File: config.mk
export PLATFORM = sky130hd
export DESIGN_NAME = fetch_queue
export DESIGN_NICKNAME = d
export VERILOG_FILES = /design/src/rtl/fetch_queue.sv
export SDC_FILE = /design/constraint.sdc
export NUM_CORES = 1
export LEC_CHECK = 0
export CORE_ASPECT_RATIO = 0.5
export CORE_UTILIZATION = 51
export CTS_CLUSTER_SIZE = 30
export DETAILED_ROUTE_END_ITERATION = 10
export GPL_ROUTABILITY_DRIVEN = 0
export GPL_TIMING_DRIVEN = 0
export PLACE_DENSITY = 0.91
export SYNTH_ARGS = -nofsm -noshare
export SYNTH_HDL_FRONTEND = slang
export SYNTH_SLANG_ARGS = --single-unit
File: constraint.sdc
create_clock -name clk -period 7 [get_ports clk]
set_input_delay 2.1 -clock clk [delete_from_list [all_inputs] [get_ports clk]]
set_output_delay 2.1 -clock clk [all_outputs]
set_load 0.05 [all_outputs]
File: src/rtl/fetch_queue.sv
// fetch_queue: instruction fetch front end with credit-limited memory
// requests and an in-order instruction/PC FIFO feeding decode.
module fetch_queue #(
    parameter int          XLEN       = 32,
    parameter int          ADDR_WIDTH = 10,
    parameter int          DEPTH      = 4,
    parameter int unsigned RESET_PC   = 0
) (
    input  logic                  clk,
    input  logic                  reset,
    input  logic                  redirect,
    input  logic [XLEN-1:0]       redirect_pc,
    output logic                  imem_req_valid,
    output logic [ADDR_WIDTH-1:0] imem_req_addr,
    input  logic                  imem_req_ready,
    input  logic                  imem_rsp_valid,
    input  logic [XLEN-1:0]       imem_rsp_data,
    output logic                  out_valid,
    output logic [XLEN-1:0]       out_instr,
    output logic [XLEN-1:0]       out_pc,
    output logic [XLEN-1:0]       out_pcplus4,
    input  logic                  out_ready
);

    localparam int CW = $clog2(DEPTH + 1);
    localparam int PW = $clog2(DEPTH);

    logic [ADDR_WIDTH-1:0] fetch_pc_q, fetch_pc_d;
    logic [ADDR_WIDTH-1:0] rsp_pc_q, rsp_pc_d;
    logic [CW-1:0]         cnt_q, cnt_d;
    logic [CW-1:0]         outst_q, outst_d;
    logic [CW-1:0]         drop_q, drop_d;
    logic [PW-1:0]         wr_ptr_q, wr_ptr_d;
    logic [PW-1:0]         rd_ptr_q, rd_ptr_d;
    logic                  boot_q, boot_d;

    logic [XLEN-1:0]       instr_mem_q [DEPTH];
    logic [ADDR_WIDTH-1:0] pc_mem_q [DEPTH];

    logic [CW:0] credit;
    logic        accept;
    logic        drop_hit;
    logic        push;
    logic        pop;
    logic        unused_pc_hi;

    assign unused_pc_hi = ^redirect_pc[XLEN-1:ADDR_WIDTH];

    // In-flight requests plus buffered entries never exceed DEPTH,
    // so every response always has a free FIFO slot.
    assign credit = {1'b0, outst_q} + {1'b0, cnt_q};

    assign imem_req_valid = ~reset & ~boot_q & ~redirect
                          & (credit < (CW + 1)'(DEPTH));
    assign imem_req_addr  = fetch_pc_q;

    assign out_valid   = ~reset & ~boot_q & ~redirect & (cnt_q != '0);
    assign out_instr   = instr_mem_q[rd_ptr_q];
    assign out_pc      = XLEN'(pc_mem_q[rd_ptr_q]);
    assign out_pcplus4 = out_pc + XLEN'(1);

    assign accept   = imem_req_valid & imem_req_ready;
    assign drop_hit = imem_rsp_valid & (drop_q != '0);
    assign push     = imem_rsp_valid & ~drop_hit;
    assign pop      = out_valid & out_ready;

    always_comb begin
        boot_d     = 1'b0;
        outst_d    = outst_q + CW'(accept) - CW'(imem_rsp_valid);
        fetch_pc_d = fetch_pc_q + ADDR_WIDTH'(accept);
        rsp_pc_d   = rsp_pc_q + ADDR_WIDTH'(push);
        drop_d     = drop_q - CW'(drop_hit);
        cnt_d      = cnt_q + CW'(push) - CW'(pop);
        wr_ptr_d   = wr_ptr_q + PW'(push);
        rd_ptr_d   = rd_ptr_q + PW'(pop);
        if (redirect) begin
            // Everything still in flight after this cycle is wrong-path.
            fetch_pc_d = redirect_pc[ADDR_WIDTH-1:0];
            rsp_pc_d   = redirect_pc[ADDR_WIDTH-1:0];
            drop_d     = outst_d;
            cnt_d      = '0;
            wr_ptr_d   = '0;
            rd_ptr_d   = '0;
        end
    end

    always_ff @(posedge clk) begin
        if (reset) begin
            fetch_pc_q <= ADDR_WIDTH'(RESET_PC);
            rsp_pc_q   <= ADDR_WIDTH'(RESET_PC);
            cnt_q      <= '0;
            outst_q    <= '0;
            drop_q     <= '0;
            wr_ptr_q   <= '0;
            rd_ptr_q   <= '0;
            boot_q     <= 1'b1;
        end else begin
            fetch_pc_q <= fetch_pc_d;
            rsp_pc_q   <= rsp_pc_d;
            cnt_q      <= cnt_d;
            outst_q    <= outst_d;
            drop_q     <= drop_d;
            wr_ptr_q   <= wr_ptr_d;
            rd_ptr_q   <= rd_ptr_d;
            boot_q     <= boot_d;
        end
    end

    always_ff @(posedge clk) begin
        if (push & ~redirect & ~reset) begin
            instr_mem_q[wr_ptr_q] <= imem_rsp_data;
            pc_mem_q[wr_ptr_q]    <= rsp_pc_q;
        end
    end

    rsp_credit_a: assert property (
        @(posedge clk) disable iff (reset)
        imem_rsp_valid |-> (outst_q != '0)
    );

endmodule

# Yosys cells after proc, flatten, opt, wreduce, memory -nomap -nowiden
# Memory sizes are Yosys's and may differ from the RTL's. A register that Yosys moved wholly into a read port is not among the register bits.
# Cells that the tools add are included.
[totals] reg_bits=34 latchBits=0 ram_bits=168 mem_bits_ro=0 in_bits=70 output_inout_bits=108 wordCells=47 memories=2
[mem_list] memory="instr_mem_q" depth=4 word_bits=32 read_ports=1 rd_ports_with_merged_regs=1 wr=1 line="37" text="logic [XLEN-1:0] instr_mem_q [DEPTH];"
[mem_list] memory="pc_mem_q" depth=4 word_bits=10 read_ports=1 rd_ports_with_merged_regs=1 wr=1 line="38" text="logic [ADDR_WIDTH-1:0] pc_mem_q [DEPTH];"
[op_classes] n_addsub=11 n_mul=0 div_mod_pow=0 order_cmp=1 n_eq_ne=0 shift=0 muxes=8 bitwise_logic=14 n_reduce_logical=3
[ops] operator="10-bit by 1-bit adder with 10-bit output" n=2
[ops] operator="10-bit two-way mux" n=2
[ops] operator="10-bit by 1-bit adder with 11-bit output, second input constant" n=1
[ops] operator="1-bit AND" n=10
[ops] operator="3-bit by 1-bit subtractor with 3-bit output" n=3
[ops] operator="3-bit by 1-bit adder with 3-bit output" n=2
[ops] operator="3-bit nonzero test" n=2
[ops] operator="2-bit by 1-bit adder with 2-bit output" n=2
[ops] operator="3-bit by 3-bit adder with 4-bit output" n=1
[ops] operator="4-bit by 3-bit less-than comparator with 1-bit output, second input constant" n=1
[ops] operator="2-bit two-way mux" n=2
[ops] operator="1-bit NOT" n=4
[ops] operator="1-bit two-way mux" n=3
[ops] operator="3-bit two-way mux" n=1
[ops] operator="2-bit OR reduction" n=1

# Depth between registers and ports, before layout
[logic_depth] ltp_word=8 ltp_mapped=12 ltp_nobuf=12

# Worst setup path after synthesis
# No wires, ideal clock.
[synth_path] path_type="input to register" startpoint="input reset" endpoint="memory instr_mem_q[1][0], enable pin" setup_ps=502 t_arrival_ps=5773 t_required_ps=6498 path_slack_ps=725 cell_stages=4 n_path_buf=1 path_cell_list="clkbuf_1 > nor2_1 > nand2_1 > nor3b_1"
[synth_between] elab_chain_len=4
[synth_rtl] element="start, declared" line="10" text="input logic reset,"
[synth_rtl] element="1-bit NOT" line="110" text="if (push & ~redirect & ~reset) begin"
[synth_rtl] element="1-bit AND" line="110"
[synth_rtl] element="1-bit two-way mux" line="110"
[synth_rtl] element="1-bit two-way mux (implied by the code)" line="111" text="instr_mem_q[wr_ptr_q] <= imem_rsp_data;"
[synth_rtl] element="end, declared" line="37"
# Every way passes these cells.

# Worst setup path in the final report
[layout_path] startpoint="input redirect" endpoint="output out_valid"
[layout_between] elab_chain_len=3
[layout_rtl] element="start, declared" line="11" text="input logic redirect,"
[layout_rtl] element="1-bit NOT" line="57" text="assign out_valid = ~reset & ~boot_q & ~redirect & (cnt_q != '0);"
[layout_rtl] element="1-bit AND (2 in series)" line="57"
[layout_rtl] element="end, declared" line="18" text="output logic out_valid,"
# Every way passes these cells.

==> flow_summary.ini <==
[final_layout]
final_common_cell = edfxtp_1
area_delta_synth_final_pct = 28.04
fillers = 1007
n_antenna_cell = 0
drive_gt1_share_pct = 20.60
fin_nets = 742
utilization_pct = 67.61
regArea_um2 = 5725
final_cell_mix = edfxtp_1, clkdlybuf4s50_1, buf_4, conb_1, mux4_2
multiInputGateArea_um2 = 2211

[die]
core.rowCount = 32
chipWidth_um = 181.6
start_util_pct = 52.80
die_area_um2 = 16670
core_area_um2 = 15570
io-pin-count = 178
die-height_um = 91.80

[pwr]
power.density_nw_per_um2 = 252.6
p_leak_nw = 3.757
vdd_ir_drop_max_uv = 141.5
p_total_mw = 2.660

[global_route]
grt_pass1_vias = 4612
grt-ovfl-total = 0
grt_max_degree = 23
antenna_found_initial = 0
grt_pass1_wl_um = 24070
grt_use_total_pct = 18.83

[setup_path]
worstSetupPathType = in2out
critPathCaptureType = primary output
critPathRequiredTime_ns = 4.90
cp_max_fo = 6
crit_arrival_ns = 4.23
crit_path_start_kind = input port
ff2ff_path_depth = 12

[logic_synthesis]
syn_inst = 467
synth-seq-area-share_pct = 69.62
yosysWarnings = 0
avgSynthCellArea_um2 = 17.61
synth_seq_cells = 202
ys_types = 35
syn_area_um2 = 8224

[clock_tree]
clkSinkCount = 202
cts_hold_buf = 0
cts-htree-levels = 1
clk_path_buf_depth = 3
post_cts_buffers = 0
cts_tree = built
cts_buffers = 19
clkSlewWorstSetupHoldPaths_ns = 0.07
cts-root-buf = clkbuf_16
clock_latency_ns = 0.48
cts_resized = 0

[timing]
drv_slew = 0
min_period_over_period_pct = 90.44
min_period_ns = 6.331
tightest_slew_ns = 0.7048
skew_ns = 0.01598
fmax_mhz = 158.0
finalHoldViolCount = 0
setup_viol = 0
rsz0062_at_grt = false
relSlewSlack_pct = 52.81

[drt]
via_per_inst = 5.193
drt_iter0_drc = 241
wl_per_cell_um = 17.58
wirelength_um = 15280
vias = 4513
ant_nets = 0
drc = 0
drt_pass1_iterations = 4

[placement]
dp_hpwl_um = 10590
portBuffers = 112

[job]
max-cap-violations = 0

[worst_hold_path]
holdPathStages = 0
hp-class = reg2reg

[outcome]
status = finished, final reports clean
==> worst max-delay path, stage by stage <==
cell             delay (ns)
clkdlybuf4s50_1        0.55
or2_2                  0.39
nor2_1                 0.14
o31a_1                 0.22
clkdlybuf4s50_1        0.83
==> cell type report <==
class	count	share of cell area [%]
buffer	58	3.814
clock buffer	26	5.109
clock inverter	5	0.4872
inverter	16	0.5703
multi-input combinational	233	21.00
sequential	202	54.37
tap	204	2.424
timing repair buffer	125	12.23
==> power breakdown <==
part	switching, mW	internal, mW	total, mW	leakage, nW
registers	0.0257	1.34	1.36	1.80
logic	0.195	0.121	0.316	1.66
clock network	0.406	0.574	0.980	0.292
==> flip-flops by register name, summed over array words and instances (netlist names) <==
| name | count |
|---|---|
| boot_q | 1 |
| cnt_q | 3 |
| drop_q | 3 |
| imem_req_addr | 10 |
| instr_mem_q | 128 |
| outst_q | 3 |
| pc_mem_q | 40 |
| rd_ptr_q | 2 |
| rsp_pc_q | 10 |
| wr_ptr_q | 2 |
==> cell families after synthesis <==
family,share of synthesized area [%]
other,0.04560
adders and majority gates,2.769
DFF,69.62
buffers and inverters,5.614
muxes,11.64
AOI/OAI and AO/OA,2.510
xor gates and xnor gates,3.195
and+or+nand+nor,4.610
==> final timing paths <==
kind / start / to / slack, ns
setup / recovery: redirect / out_valid / 0.67
hold / removal: rsp_pc_q[0] / pc_mem_q[0][0] / 0.54
setup reg to reg: cnt_q[2] / drop_q[2] / 4.55
hold reg to reg: rsp_pc_q[0] / pc_mem_q[0][0] / 0.54
==> synthesized netlist by cell type <==
cell,number,area share [%]
edfxtp_1,168,61
buf_4,43,3.9
mux4_2,39,11
dfxtp_1,34,8.3
inv_1,16,0.73
xor2_1,16,1.7
ha_1,15,2.3
nand2_1,14,0.64
xnor2_1,14,1.5
a21oi_1,13,0.79
a21boi_0,11,1.0
nor2_1,11,0.50
nand3_1,9,0.55
and2_1,8,0.61
clkbuf_1,7,0.32
and3_1,6,0.46
buf_2,6,0.37
nand4_1,5,0.38
and4_1,4,0.43
a211oi_1,3,0.27
mux4_1,3,0.96
nor2b_1,3,0.23
nor3_1,3,0.18
buf_6,2,0.27
fa_1,2,0.49
nor3_2,2,0.24
nor3b_1,2,0.18
a2bb2oi_1,1,0.11
a31oi_1,1,0.076
and4_4,1,0.14
conb_1,1,0.046
o21ai_0,1,0.061
o21bai_1,1,0.091
o31a_1,1,0.11
or2_2,1,0.076
==> layer usage <==
| metal | wire length, um | track usage (%) | vias to the layer above |
|---|---|---|---|
| met1 | 6587 | 24.74 | 2234 |
| li1 | - | - | 2089 |
| met3 | 731 | 3.257 | 33 |
| met5 | 0 | 0 | - |
| met4 | 379 | 5.791 | 0 |
| met2 | 7578 | 32.37 | 157 |
==> through the flow <==
stage | hold WS [ns] | worst slack (ns) | area (um^2) | cells | TNS, ns
3_5_place_dp | 0.5454 | 0.6999 | 9941 | 838 | 0
6_report | 0.5435 | 0.6693 | 10530 | 869 | 0
4_1_cts | 0.5499 | 0.6758 | 10530 | 869 | 0
3_3_place_gp | 0.5170 | -2.146 | 9758 | 825 | -252.24
5_1_grt | 0.5630 | 0.5794 | 10530 | 869 | 0
2_1_floorplan | 0.4666 | 0.7249 | 8382 | 509 | 0
No activity file was read; power rests on OpenSTA's default activity.
